<file path="src/rtl/mem_arbiter.sv">
// Two-requester arbiter sharing one fixed-latency memory port between instruction
// fetch and data access. Data has priority; a starvation counter guarantees fetch progress.
module mem_arbiter #(
  parameter int WAIT   = 2,
  parameter int STARVE = 3
) (
  input  logic        clk,
  input  logic        rst,
  input  logic        if_req,
  input  logic [15:0] if_addr,
  output logic [15:0] if_data,
  output logic        if_valid,
  input  logic        MemRead,
  input  logic        MemWrite,
  input  logic [15:0] Address_dm,
  input  logic [15:0] Data_dm,
  output logic [15:0] ReadData_dm,
  output logic        d_done,
  output logic [15:0] mem_addr,
  output logic [15:0] mem_wdata,
  input  logic [15:0] mem_rdata,
  output logic        mem_en,
  output logic        mem_we,
  output logic        busy,
  output logic        err,
  output logic [1:0]  dbg_state
);

  typedef enum logic [1:0] {IDLE = 2'd0, ACC = 2'd1, RESP = 2'd2} state_t;

  localparam logic [3:0] WAIT_M1  = 4'(WAIT - 1);
  localparam logic [3:0] STARVE_L = 4'(STARVE);

  state_t     state, state_nx;
  logic [3:0] cnt;
  logic [3:0] starve_cnt;
  logic       grant_if;
  logic       is_write;
  logic       data_req;
  logic       any_req;
  logic       take_fetch;

  // Handshake: a requester raises its request and holds it (with address/data stable)
  // until it sees its one-cycle completion pulse; requests are only looked at in IDLE.
  always_comb begin
    data_req   = MemRead | MemWrite;
    any_req    = if_req | data_req;
    take_fetch = if_req && (!data_req || starve_cnt == STARVE_L);
  end

  always_comb begin
    state_nx = state;
    case (state)
      IDLE:    if (any_req) state_nx = ACC;
      ACC:     if (cnt == 4'd0) state_nx = RESP;
      RESP:    state_nx = IDLE;
      default: state_nx = IDLE;
    endcase
  end

  always_comb begin
    mem_en    = (state == ACC);
    mem_we    = (state == ACC) && is_write;
    if_valid  = (state == RESP) && grant_if;
    d_done    = (state == RESP) && !grant_if;
    busy      = (state != IDLE);
    dbg_state = state;
  end

  always_ff @(posedge clk) begin
    if (rst) begin
      state       <= IDLE;
      cnt         <= 4'd0;
      starve_cnt  <= 4'd0;
      grant_if    <= 1'b0;
      is_write    <= 1'b0;
      mem_addr    <= 16'h0000;
      mem_wdata   <= 16'h0000;
      if_data     <= 16'h0000;
      ReadData_dm <= 16'h0000;
      err         <= 1'b0;
    end else begin
      state <= state_nx;
      case (state)
        IDLE: begin
          if (any_req) begin
            cnt      <= WAIT_M1;
            grant_if <= take_fetch;
            if (take_fetch) begin
              mem_addr   <= if_addr;
              is_write   <= 1'b0;
              starve_cnt <= 4'd0;
            end else begin
              mem_addr  <= Address_dm;
              mem_wdata <= Data_dm;
              // Conflicting read+write resolves to a write and is flagged.
              is_write  <= MemWrite;
              if (MemRead && MemWrite) err <= 1'b1;
              if (!if_req)                     starve_cnt <= 4'd0;
              else if (starve_cnt != STARVE_L) starve_cnt <= starve_cnt + 4'd1;
            end
          end
        end
        ACC: begin
          if (cnt == 4'd0) begin
            if (!is_write) begin
              if (grant_if) if_data     <= mem_rdata;
              else          ReadData_dm <= mem_rdata;
            end
          end else begin
            cnt <= cnt - 4'd1;
          end
        end
        default: ;
      endcase
    end
  end

endmodule

</file>
<file path="config.mk">
export PLATFORM = sky130hd
export DESIGN_NAME = mem_arbiter
export DESIGN_NICKNAME = d
export VERILOG_FILES = /design/src/rtl/mem_arbiter.sv
export SDC_FILE = /design/constraint.sdc
export NUM_CORES = 1
export LEC_CHECK = 0
export BUFFER_PORTS_ARGS = -buffer_cell sky130_fd_sc_hd__buf_4
export CORE_MARGIN = 2
export CORE_UTILIZATION = 48
export CTS_CLUSTER_SIZE = 24
export DETAILED_ROUTE_END_ITERATION = 7
export MAX_ROUTING_LAYER = met4
export PLACE_DENSITY = 0.89
export SETUP_SLACK_MARGIN = 0.5
export SYNTH_ARGS = -nofsm -noshare
export SYNTH_HDL_FRONTEND = slang
export SYNTH_SLANG_ARGS = --single-unit
</file>
<file path="constraint.sdc">
create_clock -name clk -period 2.2 [get_ports clk]
set_clock_uncertainty 0.05 [all_clocks]
set_input_delay 0.22 -clock clk [delete_from_list [all_inputs] [get_ports clk]]
set_output_delay 0.22 -clock clk [all_outputs]
set_load 0.1 [all_outputs]
</file>
==> results.json <==
{
  "synth-main-ff-cell": "dfxtp_1",
  "critPathArrivalTime_ns": 1.97,
  "die_area_um2": 8070,
  "nFillCells": 575,
  "ys_warn_count": 0,
  "p_leak_nw": 2.25,
  "reg2reg_depth": 5,
  "worstReg2RegEnd": "if_data[12]$_SDFFE_PP0P_",
  "grt_overflow": 0,
  "start_util_pct": 49.0,
  "fin_crit_sh_pct": 81.3,
  "peakVddDrop_mv": 0.487,
  "critical_path_class": "flop to flop",
  "die_y_um": 89.9,
  "grt_pass1_vias": 3226,
  "cts_tree": "done",
  "highest_layer": "met4",
  "holdBufCountCts": 0,
  "synth-async-reset-ratio_pct": 0,
  "finalWorstSetupSlack_ns": 0.411,
  "synth_fp_nets": 443,
  "final_common_cell": "buf_4",
  "rsz0062_at_grt": "yes",
  "critPathMaxFanout": 7,
  "synth_edf_count": 0,
  "crit_path_end": "if_data[12]$_SDFFE_PP0P_",
  "r2r_start": "cnt[1]$_SDFFE_PP0P_",
  "regToRegSetupSlack_ns": 0.41,
  "cts_buffer_depth": 2,
  "cts_root_buf": "clkbuf_8",
  "drt-total-wl_mm": 9.54,
  "routed-via-count": 3309,
  "synthCells": 371,
  "drtAntennaViolNets": 0,
  "place_hpwl_mm": 6.53,
  "port_buffers": 140,
  "syn_avg_cell_area_um2": 9.54,
  "drc_errors": 0,
  "diodes": 0,
  "finalSetupViolCount": 0,
  "holdCritPathClass": "input pin to flop",
  "slowest_stage": "or4_4",
  "gp_congestion": 0.807,
  "crit_path_end_kind": "flop",
  "first_pass_iters": 4,
  "worstPathRequired_ns": 2.38,
  "drive_gt1_share_pct": 39.6,
  "clk_pin_slew_ns": 0.08,
  "ys_seq_area_share_pct": 43.6,
  "start_kind": "flop",
  "syn_to_final_growth_pct": 44.3,
  "insertion_delay_ns": 0.35,
  "slew_viol_final": 0,
  "finalHoldViolCount": 0,
  "grt_usage_pct": 23.3,
  "nets": 588,
  "core_um2": 7210,
  "worst_slew_pin_slew_ns": 0.740,
  "synth_area_um2": 3540,
  "met2_length_mm": 4.64,
  "relSlewSlack_pct": 50.7,
  "viasPerCell": 5.35,
  "cts_made_buffers": 9,
  "post-route-min-period_ns": 1.79,
  "pre_cts_ws_ns": 0.161,
  "cts_sinks": 77,
  "die_w_um": 89.9,
  "grt_pass1_wl_mm": 15.1,
  "yosys_register_bits": 77,
  "wire_per_inst_um": 15.4,
  "cp_cell_sequence": "inv_2 > ha_4 > or3b_4 > or4_4 > mux2i_1",
  "power_density_nw_per_um2": 883,
  "htreeDepth": 3,
  "fmax_mhz": 559,
  "rows": 31,
  "wl_met1_mm": 4.08,
  "final_cell_mix": "buf_4 (157), nand2b_1 (81), dfxtp_1 (71), mux2i_1 (48), o21ai_0 (21)",
  "boundaryPins": 141,
  "outcome": "completed",
  "max_cap_violations": 0,
  "antenna_found_initial": 0,
  "critical_path.startpoint": "cnt[1]$_SDFFE_PP0P_",
  "timing.setup.tns_ns": 0,
  "crit_path_max_incr_delay_ns": 0.52,
  "route.met3.wl_um": 662,
  "grt_max_degree": 105,
  "first_iter_violations": 116,
  "ys_types": 41
}
how the worst min path moves through the flow:
stage | cells after the start | end | startpoint
3_5_place_dp | 2 | ReadData_dm[11]$_SDFFE_PP0P_ | ReadData_dm[11]$_SDFFE_PP0P_
6_report | 3 | mem_wdata[6]$_SDFFE_PP0P_ | Data_dm[6]
2_1_floorplan | 2 | is_write$_SDFFE_PP0P_ | MemWrite
4_1_cts | 3 | mem_wdata[6]$_SDFFE_PP0P_ | Data_dm[6]
3_3_place_gp | 2 | err$_SDFFE_PP0P_ | err$_SDFFE_PP0P_
5_1_grt | 3 | mem_wdata[6]$_SDFFE_PP0P_ | Data_dm[6]
sequential cells by signal, indices dropped and copies added (netlist names), 2 cells and up:
register / cells
mem_wdata: 16
ReadData_dm: 16
cnt: 4
dbg_state: 2
starve_cnt: 4
if_data: 16
mem_addr: 16
repair_timing:
action / in CTS / in global routing
setup endpoints to repair: 67 / 50
pin swaps: 3 / 1
gates cloned: 1 / 2
gates resized for setup: 8 / 9
setup buffers: 9 / 3
synthesized netlist by cell type, types with 3 or more instances:
cell | number | share of area, %
nor3_1 | 3 | 0.42
buf_2 | 7 | 0.99
o21ai_0 | 21 | 3.0
mux2i_1 | 48 | 14
a311oi_1 | 16 | 4.0
inv_1 | 7 | 0.74
clkbuf_1 | 20 | 2.1
nor2_1 | 5 | 0.53
a211oi_1 | 4 | 0.85
ha_1 | 3 | 1.1
or3_1 | 4 | 0.71
nor2b_1 | 3 | 0.53
nand2b_1 | 82 | 14
dfxtp_1 | 77 | 44
nor3b_1 | 4 | 0.85
a21oi_1 | 19 | 2.7
nand3_1 | 18 | 2.5
or4_1 | 3 | 0.64
worst max-delay path, delay by kind of cell (launching register included):
kind / cells / cell delay, ns
flip-flops: 1 / 0.33
buffers and inverters: 1 / 0.07
multiplexers: 1 / 0.16
AND/OR/NAND/NOR: 2 / 0.93
adder cells (fa/ha/maj): 1 / 0.13
area by class of cell:
class                           count  area [µm²]  area share, %
Sequential cell                    77        1560           30.5
Timing Repair Buffer              163        1250           24.4
Tap cell                           99         124           2.43
Multi-Input combinational cell    257        1930           37.8
Clock inverter                      6        87.6           1.71
Inverter                            8        36.3          0.710
Clock buffer                        9         124           2.43
through the flow:
| step | utilization (%) | power (W) | hold slack [ns] | cell area [µm²] | instances |
|---|---|---|---|---|---|
| 5_1_grt | 70.8 | 0.00468 | 0.0666 | 5110 | 619 |
| 4_1_cts | 69.9 | 0.00452 | 0.0792 | 5050 | 614 |
| 3_5_place_dp | 65.4 | 0.00331 | 0.418 | 4720 | 589 |
| 6_report | 70.8 | 0.00451 | 0.0830 | 5110 | 619 |
| 2_1_floorplan | - | 0.00293 | 0.322 | 3620 | 371 |
| 3_3_place_gp | 65.4 | 0.00328 | 0.401 | 4720 | 589 |
power breakdown:
part	switching [W]	internal (W)
clock network	0.000521	0.000633
registers	0.0000873	0.00152
logic	0.00126	0.000496
cell families (layout without fill, tap and decap cells):
kind of cell / count (synthesis) / in the layout / share of synthesized area, %
muxes: 48 / 48 / 13.6
AOI/OAI and AO/OA: 70 / 70 / 12.6
and+or+nand+nor: 135 / 136 / 24.4
DFF: 77 / 77 / 43.6
adders and majority gates: 3 / 3 / 1.06
buffers and inverters: 38 / 186 / 4.81
layer usage:
layer	vias to the layer above	GRT usage, %
li1	1605	-
met1	1552	28.0
met2	136	38.4
met3	16	7.12
met4	0	5.90
met5	-	-
Note: power is estimated with default switching activity, not from simulation.
